### src/rtl/uart_arb_pkg.sv
// rtl/uart_arb_pkg.sv - shared types and constants for the UART transmit arbiter
// Purpose: FSM state encoding, default timeouts and counter-width helper.
// Ports: none (package).
package uart_arb_pkg;

  typedef enum logic [1:0] {
    IDLE      = 2'd0,
    SEND      = 2'd1,
    WAIT_BUSY = 2'd2,
    WAIT_DONE = 2'd3
  } arb_state_t;

  localparam int DEF_ACK_TIMEOUT  = 8;
  localparam int DEF_LOCK_TIMEOUT = 4096;

  // Counters only ever hold 0..limit-1, so $clog2(limit) bits suffice.
  function automatic int cnt_width(input int limit);
    return (limit < 2) ? 1 : $clog2(limit);
  endfunction

  localparam int DEF_ACK_CNT_W  = cnt_width(DEF_ACK_TIMEOUT);
  localparam int DEF_LOCK_CNT_W = cnt_width(DEF_LOCK_TIMEOUT);

endpackage

### src/rtl/uart_tx_arbiter_if.sv
// rtl/uart_tx_arbiter_if.sv - requester and transmitter handshake bundle
// Purpose: groups the requester byte streams and the transmitter pins.
// Signals:
//   req_valid/req_data/req_last  requester byte offers (packed, requester i at [i*PAYLOAD_BITS +: PAYLOAD_BITS])
//   req_ready                    per-requester acceptance strobe
//   uart_tx_busy                 transmitter busy
//   uart_tx_en/uart_tx_data      transmitter send strobe and byte
// Modports: master = requesters + transmitter side, slave = arbiter.
interface uart_tx_arbiter_if #(
  parameter int NREQ         = 2,
  parameter int PAYLOAD_BITS = 8
);
  logic [NREQ-1:0]              req_valid;
  logic [NREQ*PAYLOAD_BITS-1:0] req_data;
  logic [NREQ-1:0]              req_last;
  logic [NREQ-1:0]              req_ready;
  logic                         uart_tx_busy;
  logic                         uart_tx_en;
  logic [PAYLOAD_BITS-1:0]      uart_tx_data;

  modport master (
    output req_valid, req_data, req_last, uart_tx_busy,
    input  req_ready, uart_tx_en, uart_tx_data
  );

  modport slave (
    input  req_valid, req_data, req_last, uart_tx_busy,
    output req_ready, uart_tx_en, uart_tx_data
  );
endinterface

### src/rtl/uart_rr_pick.sv
// rtl/uart_rr_pick.sv - combinational round-robin picker
// Purpose: selects the first set bit of valid scanning upward from ptr, with wrap.
// Ports:
//   valid  in   NREQ  candidate vector
//   ptr    in   IW    highest-priority index
//   pick   out  NREQ  one-hot winner
//   idx    out  IW    winner index
//   any    out  1     a winner exists
module uart_rr_pick #(
  parameter  int NREQ = 2,
  localparam int IW   = (NREQ > 1) ? $clog2(NREQ) : 1
) (
  input  logic [NREQ-1:0] valid,
  input  logic [IW-1:0]   ptr,
  output logic [NREQ-1:0] pick,
  output logic [IW-1:0]   idx,
  output logic            any
);

  logic [IW-1:0] c;

  // Scan from the farthest offset down so the nearest hit to ptr is written last.
  always_comb begin
    pick = '0;
    idx  = '0;
    any  = 1'b0;
    c    = '0;
    for (int k = NREQ - 1; k >= 0; k--) begin
      c = IW'((int'(ptr) + k) % NREQ);
      if (valid[c]) begin
        any     = 1'b1;
        idx     = c;
        pick    = '0;
        pick[c] = 1'b1;
      end
    end
  end

endmodule

### src/rtl/uart_tx_arbiter.sv
// rtl/uart_tx_arbiter.sv - round-robin arbiter sharing one UART transmitter
// Purpose: accepts one byte at a time from NREQ requesters, with packet lock,
//          and sequences the transmitter enable/busy handshake.
// Ports:
//   clk          in   1     system clock
//   reset        in   1     asynchronous active-high reset
//   bus          slave      requester streams + transmitter pins (uart_tx_arbiter_if)
//   grant        out  NREQ  one-hot current owner
//   lock_active  out  1     packet lock held
//   err_noack    out  1     one-cycle pulse when busy never rose after an enable
module uart_tx_arbiter
  import uart_arb_pkg::*;
#(
  parameter int NREQ         = 2,
  parameter int PAYLOAD_BITS = 8,
  parameter int ACK_TIMEOUT  = DEF_ACK_TIMEOUT,
  parameter int LOCK_TIMEOUT = DEF_LOCK_TIMEOUT
) (
  input  logic            clk,
  input  logic            reset,
  uart_tx_arbiter_if.slave bus,
  output logic [NREQ-1:0] grant,
  output logic            lock_active,
  output logic            err_noack
);

  localparam int IW  = (NREQ > 1) ? $clog2(NREQ) : 1;
  localparam int ACW = cnt_width(ACK_TIMEOUT);
  localparam int LCW = cnt_width(LOCK_TIMEOUT);
  localparam logic [ACW-1:0] ACK_LAST  = ACW'(ACK_TIMEOUT - 1);
  localparam logic [LCW-1:0] LOCK_LAST = LCW'(LOCK_TIMEOUT - 1);

  arb_state_t      state, state_nxt;
  logic [IW-1:0]   ptr, owner;
  logic [ACW-1:0]  ack_cnt;
  logic [LCW-1:0]  lock_cnt;
  logic [NREQ-1:0] cand_valid, pick;
  logic [IW-1:0]   pick_idx;
  logic            pick_any;
  logic            accept, ack_expire, lock_expire, lock_tick, frame_end;

  function automatic logic [IW-1:0] next_idx(input logic [IW-1:0] i);
    return (i == IW'(NREQ - 1)) ? '0 : i + 1'b1;
  endfunction

  // While locked only the owner may compete, so ptr is irrelevant then.
  assign cand_valid = lock_active ? (bus.req_valid & (NREQ'(1) << owner)) : bus.req_valid;

  uart_rr_pick #(.NREQ(NREQ)) u_pick (
    .valid (cand_valid),
    .ptr   (ptr),
    .pick  (pick),
    .idx   (pick_idx),
    .any   (pick_any)
  );

  always_comb begin
    state_nxt     = state;
    accept        = 1'b0;
    ack_expire    = 1'b0;
    lock_expire   = 1'b0;
    lock_tick     = 1'b0;
    frame_end     = 1'b0;
    bus.req_ready = '0;
    case (state)
      IDLE: begin
        if (!bus.uart_tx_busy) begin
          if (pick_any) begin
            accept        = 1'b1;
            bus.req_ready = pick;
            state_nxt     = SEND;
          end else if (lock_active && LOCK_TIMEOUT != 0 && !bus.req_valid[owner]) begin
            if (lock_cnt == LOCK_LAST) lock_expire = 1'b1;
            else                       lock_tick   = 1'b1;
          end
        end
      end
      SEND: state_nxt = WAIT_BUSY;
      WAIT_BUSY: begin
        if (bus.uart_tx_busy) begin
          state_nxt = WAIT_DONE;
        end else if (ack_cnt == ACK_LAST) begin
          ack_expire = 1'b1;
          state_nxt  = IDLE;
        end
      end
      WAIT_DONE: begin
        if (!bus.uart_tx_busy) begin
          frame_end = 1'b1;
          state_nxt = IDLE;
        end
      end
      default: state_nxt = IDLE;
    endcase
  end

  always_ff @(posedge clk or posedge reset) begin
    if (reset) begin
      state            <= IDLE;
      ptr              <= '0;
      owner            <= '0;
      ack_cnt          <= '0;
      lock_cnt         <= '0;
      grant            <= '0;
      lock_active      <= 1'b0;
      err_noack        <= 1'b0;
      bus.uart_tx_en   <= 1'b0;
      bus.uart_tx_data <= '0;
    end else begin
      state          <= state_nxt;
      bus.uart_tx_en <= accept;
      err_noack      <= ack_expire;

      // The enable cycle counts as the first cycle without acknowledge.
      if (state == SEND)                                ack_cnt <= ACW'(1);
      else if (state == WAIT_BUSY && !bus.uart_tx_busy) ack_cnt <= ack_cnt + 1'b1;

      // A dropped byte (no acknowledge) releases the grant like a finished frame.
      if ((frame_end || ack_expire) && !lock_active) grant <= '0;

      if (accept) begin
        bus.uart_tx_data <= bus.req_data[int'(pick_idx) * PAYLOAD_BITS +: PAYLOAD_BITS];
        grant            <= pick;
        lock_cnt         <= '0;
        if (bus.req_last[pick_idx]) begin
          lock_active <= 1'b0;
          ptr         <= next_idx(pick_idx);
        end else begin
          lock_active <= 1'b1;
          owner       <= pick_idx;
        end
      end else if (lock_expire) begin
        lock_active <= 1'b0;
        grant       <= '0;
        lock_cnt    <= '0;
        ptr         <= next_idx(owner);
      end else if (lock_tick) begin
        lock_cnt <= lock_cnt + 1'b1;
      end
    end
  end

endmodule

### src/flat_wrapper.sv
// flat-port wrapper written by rule: the top's interface ports become plain ports
module uart_tx_arbiter_flat import uart_arb_pkg::*;
#(
  parameter int NREQ         = 2,
  parameter int PAYLOAD_BITS = 8,
  parameter int ACK_TIMEOUT  = DEF_ACK_TIMEOUT,
  parameter int LOCK_TIMEOUT = DEF_LOCK_TIMEOUT
)
  (clk, reset, grant, lock_active, err_noack, bus_req_valid, bus_req_data, bus_req_last, bus_uart_tx_busy, bus_req_ready, bus_uart_tx_en, bus_uart_tx_data);
  uart_tx_arbiter_if #(.NREQ(NREQ), .PAYLOAD_BITS(PAYLOAD_BITS)) bus_i ();
  input  logic clk;
  input  logic reset;
  output logic [NREQ-1:0] grant;
  output logic lock_active;
  output logic err_noack;
  input wire logic [$bits(bus_i.req_valid)-1:0] bus_req_valid;
  input wire logic [$bits(bus_i.req_data)-1:0] bus_req_data;
  input wire logic [$bits(bus_i.req_last)-1:0] bus_req_last;
  input wire logic [$bits(bus_i.uart_tx_busy)-1:0] bus_uart_tx_busy;
  output wire logic [$bits(bus_i.req_ready)-1:0] bus_req_ready;
  output wire logic [$bits(bus_i.uart_tx_en)-1:0] bus_uart_tx_en;
  output wire logic [$bits(bus_i.uart_tx_data)-1:0] bus_uart_tx_data;
  assign bus_i.req_valid = bus_req_valid;
  assign bus_i.req_data = bus_req_data;
  assign bus_i.req_last = bus_req_last;
  assign bus_i.uart_tx_busy = bus_uart_tx_busy;
  assign bus_req_ready = bus_i.req_ready;
  assign bus_uart_tx_en = bus_i.uart_tx_en;
  assign bus_uart_tx_data = bus_i.uart_tx_data;
  uart_tx_arbiter #(.NREQ(NREQ), .PAYLOAD_BITS(PAYLOAD_BITS), .ACK_TIMEOUT(ACK_TIMEOUT), .LOCK_TIMEOUT(LOCK_TIMEOUT)) u_core (.clk(clk), .reset(reset), .bus(bus_i), .grant(grant), .lock_active(lock_active), .err_noack(err_noack));
endmodule
### config.mk
export PLATFORM = sky130hd
export DESIGN_NAME = uart_tx_arbiter_flat
export DESIGN_NICKNAME = d
export VERILOG_FILES = /design/src/rtl/uart_arb_pkg.sv /design/src/rtl/uart_tx_arbiter_if.sv /design/src/rtl/uart_rr_pick.sv /design/src/rtl/uart_tx_arbiter.sv /design/src/flat_wrapper.sv
export SDC_FILE = /design/constraint.sdc
export NUM_CORES = 1
export LEC_CHECK = 0
export ABC_AREA = 0
export CORE_ASPECT_RATIO = 0.8
export CORE_MARGIN = 8
export CORE_UTILIZATION = 45
export DETAILED_ROUTE_END_ITERATION = 16
export PLACE_DENSITY_LB_ADDON = 0.08
export RECOVER_POWER = 100
export SYNTH_ARGS = -nofsm -noshare
export SYNTH_HDL_FRONTEND = slang
export SYNTH_SLANG_ARGS = --single-unit
### constraint.sdc
create_clock -name clk -period 1.8 [get_ports clk]
set_input_delay 0.36 -clock clk [delete_from_list [all_inputs] [get_ports clk]]
set_output_delay 0.36 -clock clk [all_outputs]
set_load 0.005 [all_outputs]
==> reports/results.txt <==
Hold Path Sink: u_core.lock_cnt[10]
average wire per standard cell: 14.8 um
dominant cell type by area after synthesis: dfrtp_1
syn nets: 210
Port Buf Inserts: 37
DR vias: 1554
layout cells sized above 1: 0.210
total grt overflow: 0
top cell type's share of synthesized area: 0.477
Fill cells: 312
GRT Total Usage: 0.153
CTS buffer count: 5
# setup viols final: 0
Min-Delay Path Class: register to register
core area: 3680 um2
post-synthesis cell area: 1680 um2
worst endpoint required time: 1.44 ns
GPL Wtd Cong: 0.855
Lkg Pwr: 1.08 nW
Clock Skew: 0.00965 ns
Worst-Margin Slew: 0.805 ns
CTS tree: built
Starting Density: 0.456
Worst-path clk slew: 0.07 ns
worst r2r src: u_core.state[1]
Final period util: 0.997
Distinct cells, synth: 41
Power Total: 2.78 mW
Layout area overhead: 44.1%
antenna-violating nets left: 0
outcome: completed
Slew Limit Headroom: 0.463
Critical Path AT: 1.43 ns
register area share after synthesis: 0.477
R2R Setup Slk: 0.05 ns
DRC: 0
final WL: 4320 um
peak supply drop: 0.000618 V
Worst-Skew Late Latency: 0.29 ns
Sink Count: 32
Pre-antenna DRT Iters: 4
Yosys warnings: 0
Die Wd: 84.3 um
Mapped Cells: 184
max_cap viols: 0
Final TNS setup: 0 ns
synthesized flop and latch total: 32
cells on worst reg2reg path: 6
largest net degree at the start of global routing: 33
DIE HEIGHT: 70.6 um
Pwr per Cell Area: 1150 nW/um2
fin util: 0.658
most common cell after layout, fill and taps aside: dfrtp_1
ys async rst share: 1.00
CTS Root Cell: clkbuf_8
EDFF count, synth: 0
vias per cell: 5.32
dpl hpwl: 3180 um
most frequent cells in the layout: dfrtp_1 (31), clkdlybuf4s50_1 (30), nor2_1 (22)
top post-synthesis cells by area: dfrtp_1 (48%), mux2i_1 (6.6%), a21oi_1 (5.7%), nor2_1 (5.1%), nand2_1 (4.2%)
initial drt markers: 118
final std cells w/o fill: 292
CP Max Fanout: 2
Worst Hold Slack: 0.488 ns
worst setup path class: register to output pin
ANT cells: 0
placed insts: 281
first-pass GRT wire length: 7350 um
vias in the first global route: 1590
min Tclk post-route: 1.79 ns
r2r endpoint: u_core.lock_cnt[11]
average cell area after synthesis: 9.13 um2
Startpoint Class: register
nets: 273
CTS H-tree lvls: 2
die outline area: 5950 um2
worst hold stages: 1
Final Max Tran Viols: 0
row count: 20
initial antenna violation count: 0
Hold Vio Cnt, Final: 0
ys flop type: dfrtp_1
fmax: 0.557 GHz
crit path capture type: output pin
num ports: 38
Clock Tree Buf Depth: 2
RSZ-0062 raised after global routing: true
Worst Hold Launch: u_core.lock_cnt[10]
-- kinds of logic after synthesis --
logic type / Yosys count / synth area share
DFF: 32 / 0.477
and+or+nand+nor: 73 / 0.208
AOI/OAI and AO/OA: 46 / 0.167
adders and majority gates: 3 / 0.0224
muxes: 11 / 0.0656
xor gates and xnor gates: 3 / 0.0157
buffers and inverters: 16 / 0.0447
-- power by group --
group | internal [mW] | switching [mW]
Combinational | 0.618 | 0.497
Sequential | 0.924 | 0.166
Clock | 0.305 | 0.270
Total | 1.85 | 0.933
-- flip-flops by register name, indices dropped and copies added, names as in the netlist, 2 cells and up --
name	cells
u_core.grant	2
u_core.lock_cnt	12
u_core.ack_cnt	3
u_core.state	2
u_core.bus.uart_tx_data	8
-- layout make-up --
class	count	area (um2)	share of cell area
repair buffers	63	569	0.235
clock inverters	2	10.0	0.00414
well taps	44	55.1	0.0228
multi-input cells	136	867	0.358
flip-flops and latches	32	802	0.331
clock buffers	6	82.6	0.0341
inverters	9	33.8	0.0140
-- layer usage --
layer  vias up  GRT usage  share of wire
li1        772          -              -
met5         -          0              0
met1       746      0.185           0.44
met4         0     0.0478         0.0083
met3         4     0.0608          0.055
met2        32      0.243           0.50
-- worst max-delay path, stage by stage, from the launching register on --
cell and delay, ns:
dfrtp_1 0.40, or3_4 0.43, nor2_4 0.11, clkdlybuf4s15_2 0.21
-- Yosys cell counts, types with 2 or more instances --
library cell / number
nor2b_1: 3
a21oi_1: 19
nor2_1: 23
buf_2: 3
a21o_2: 2
inv_1: 8
ha_1: 3
o21ai_0: 6
a31oi_1: 2
nand3_1: 13
nor3_1: 3
clkbuf_1: 2
nand4_1: 2
xor2_1: 2
mux2i_1: 11
nand2_1: 19
o21ai_1: 7
a31o_1: 2
dfrtp_1: 32
-- timing repair --
action | in CTS | in global routing
hold buffers | 0 | 0
pin swaps | 2 | 2
endpoints found under the setup margin | 4 | 26
setup buffers | 2 | 1
resized for setup | 14 | 14
-- through the flow --
step	area (um2)	setup WS [ns]
2_1_floorplan	1680	0.158
3_3_place_gp	2240	-0.530
3_5_place_dp	2240	-0.554
4_1_cts	2360	0.00251
5_1_grt	2420	-0.0490
6_report	2420	0.00600
-- worst max path at each step --
stage                           from                   to  slack, ns  depth (start not counted)
floorplan            u_core.state[0]  u_core.lock_cnt[11]       0.16                          6
global placement    bus_uart_tx_busy     bus_req_ready[0]      -0.53                          5
detailed placement  bus_uart_tx_busy     bus_req_ready[0]      -0.55                          5
CTS                 bus_req_valid[1]     bus_req_ready[1]      0.003                          5
global route         u_core.state[1]     bus_req_ready[0]      -0.05                          5
finish               u_core.state[1]     bus_req_ready[1]      0.006                          3
No activity file was read; power rests on OpenSTA's default activity.
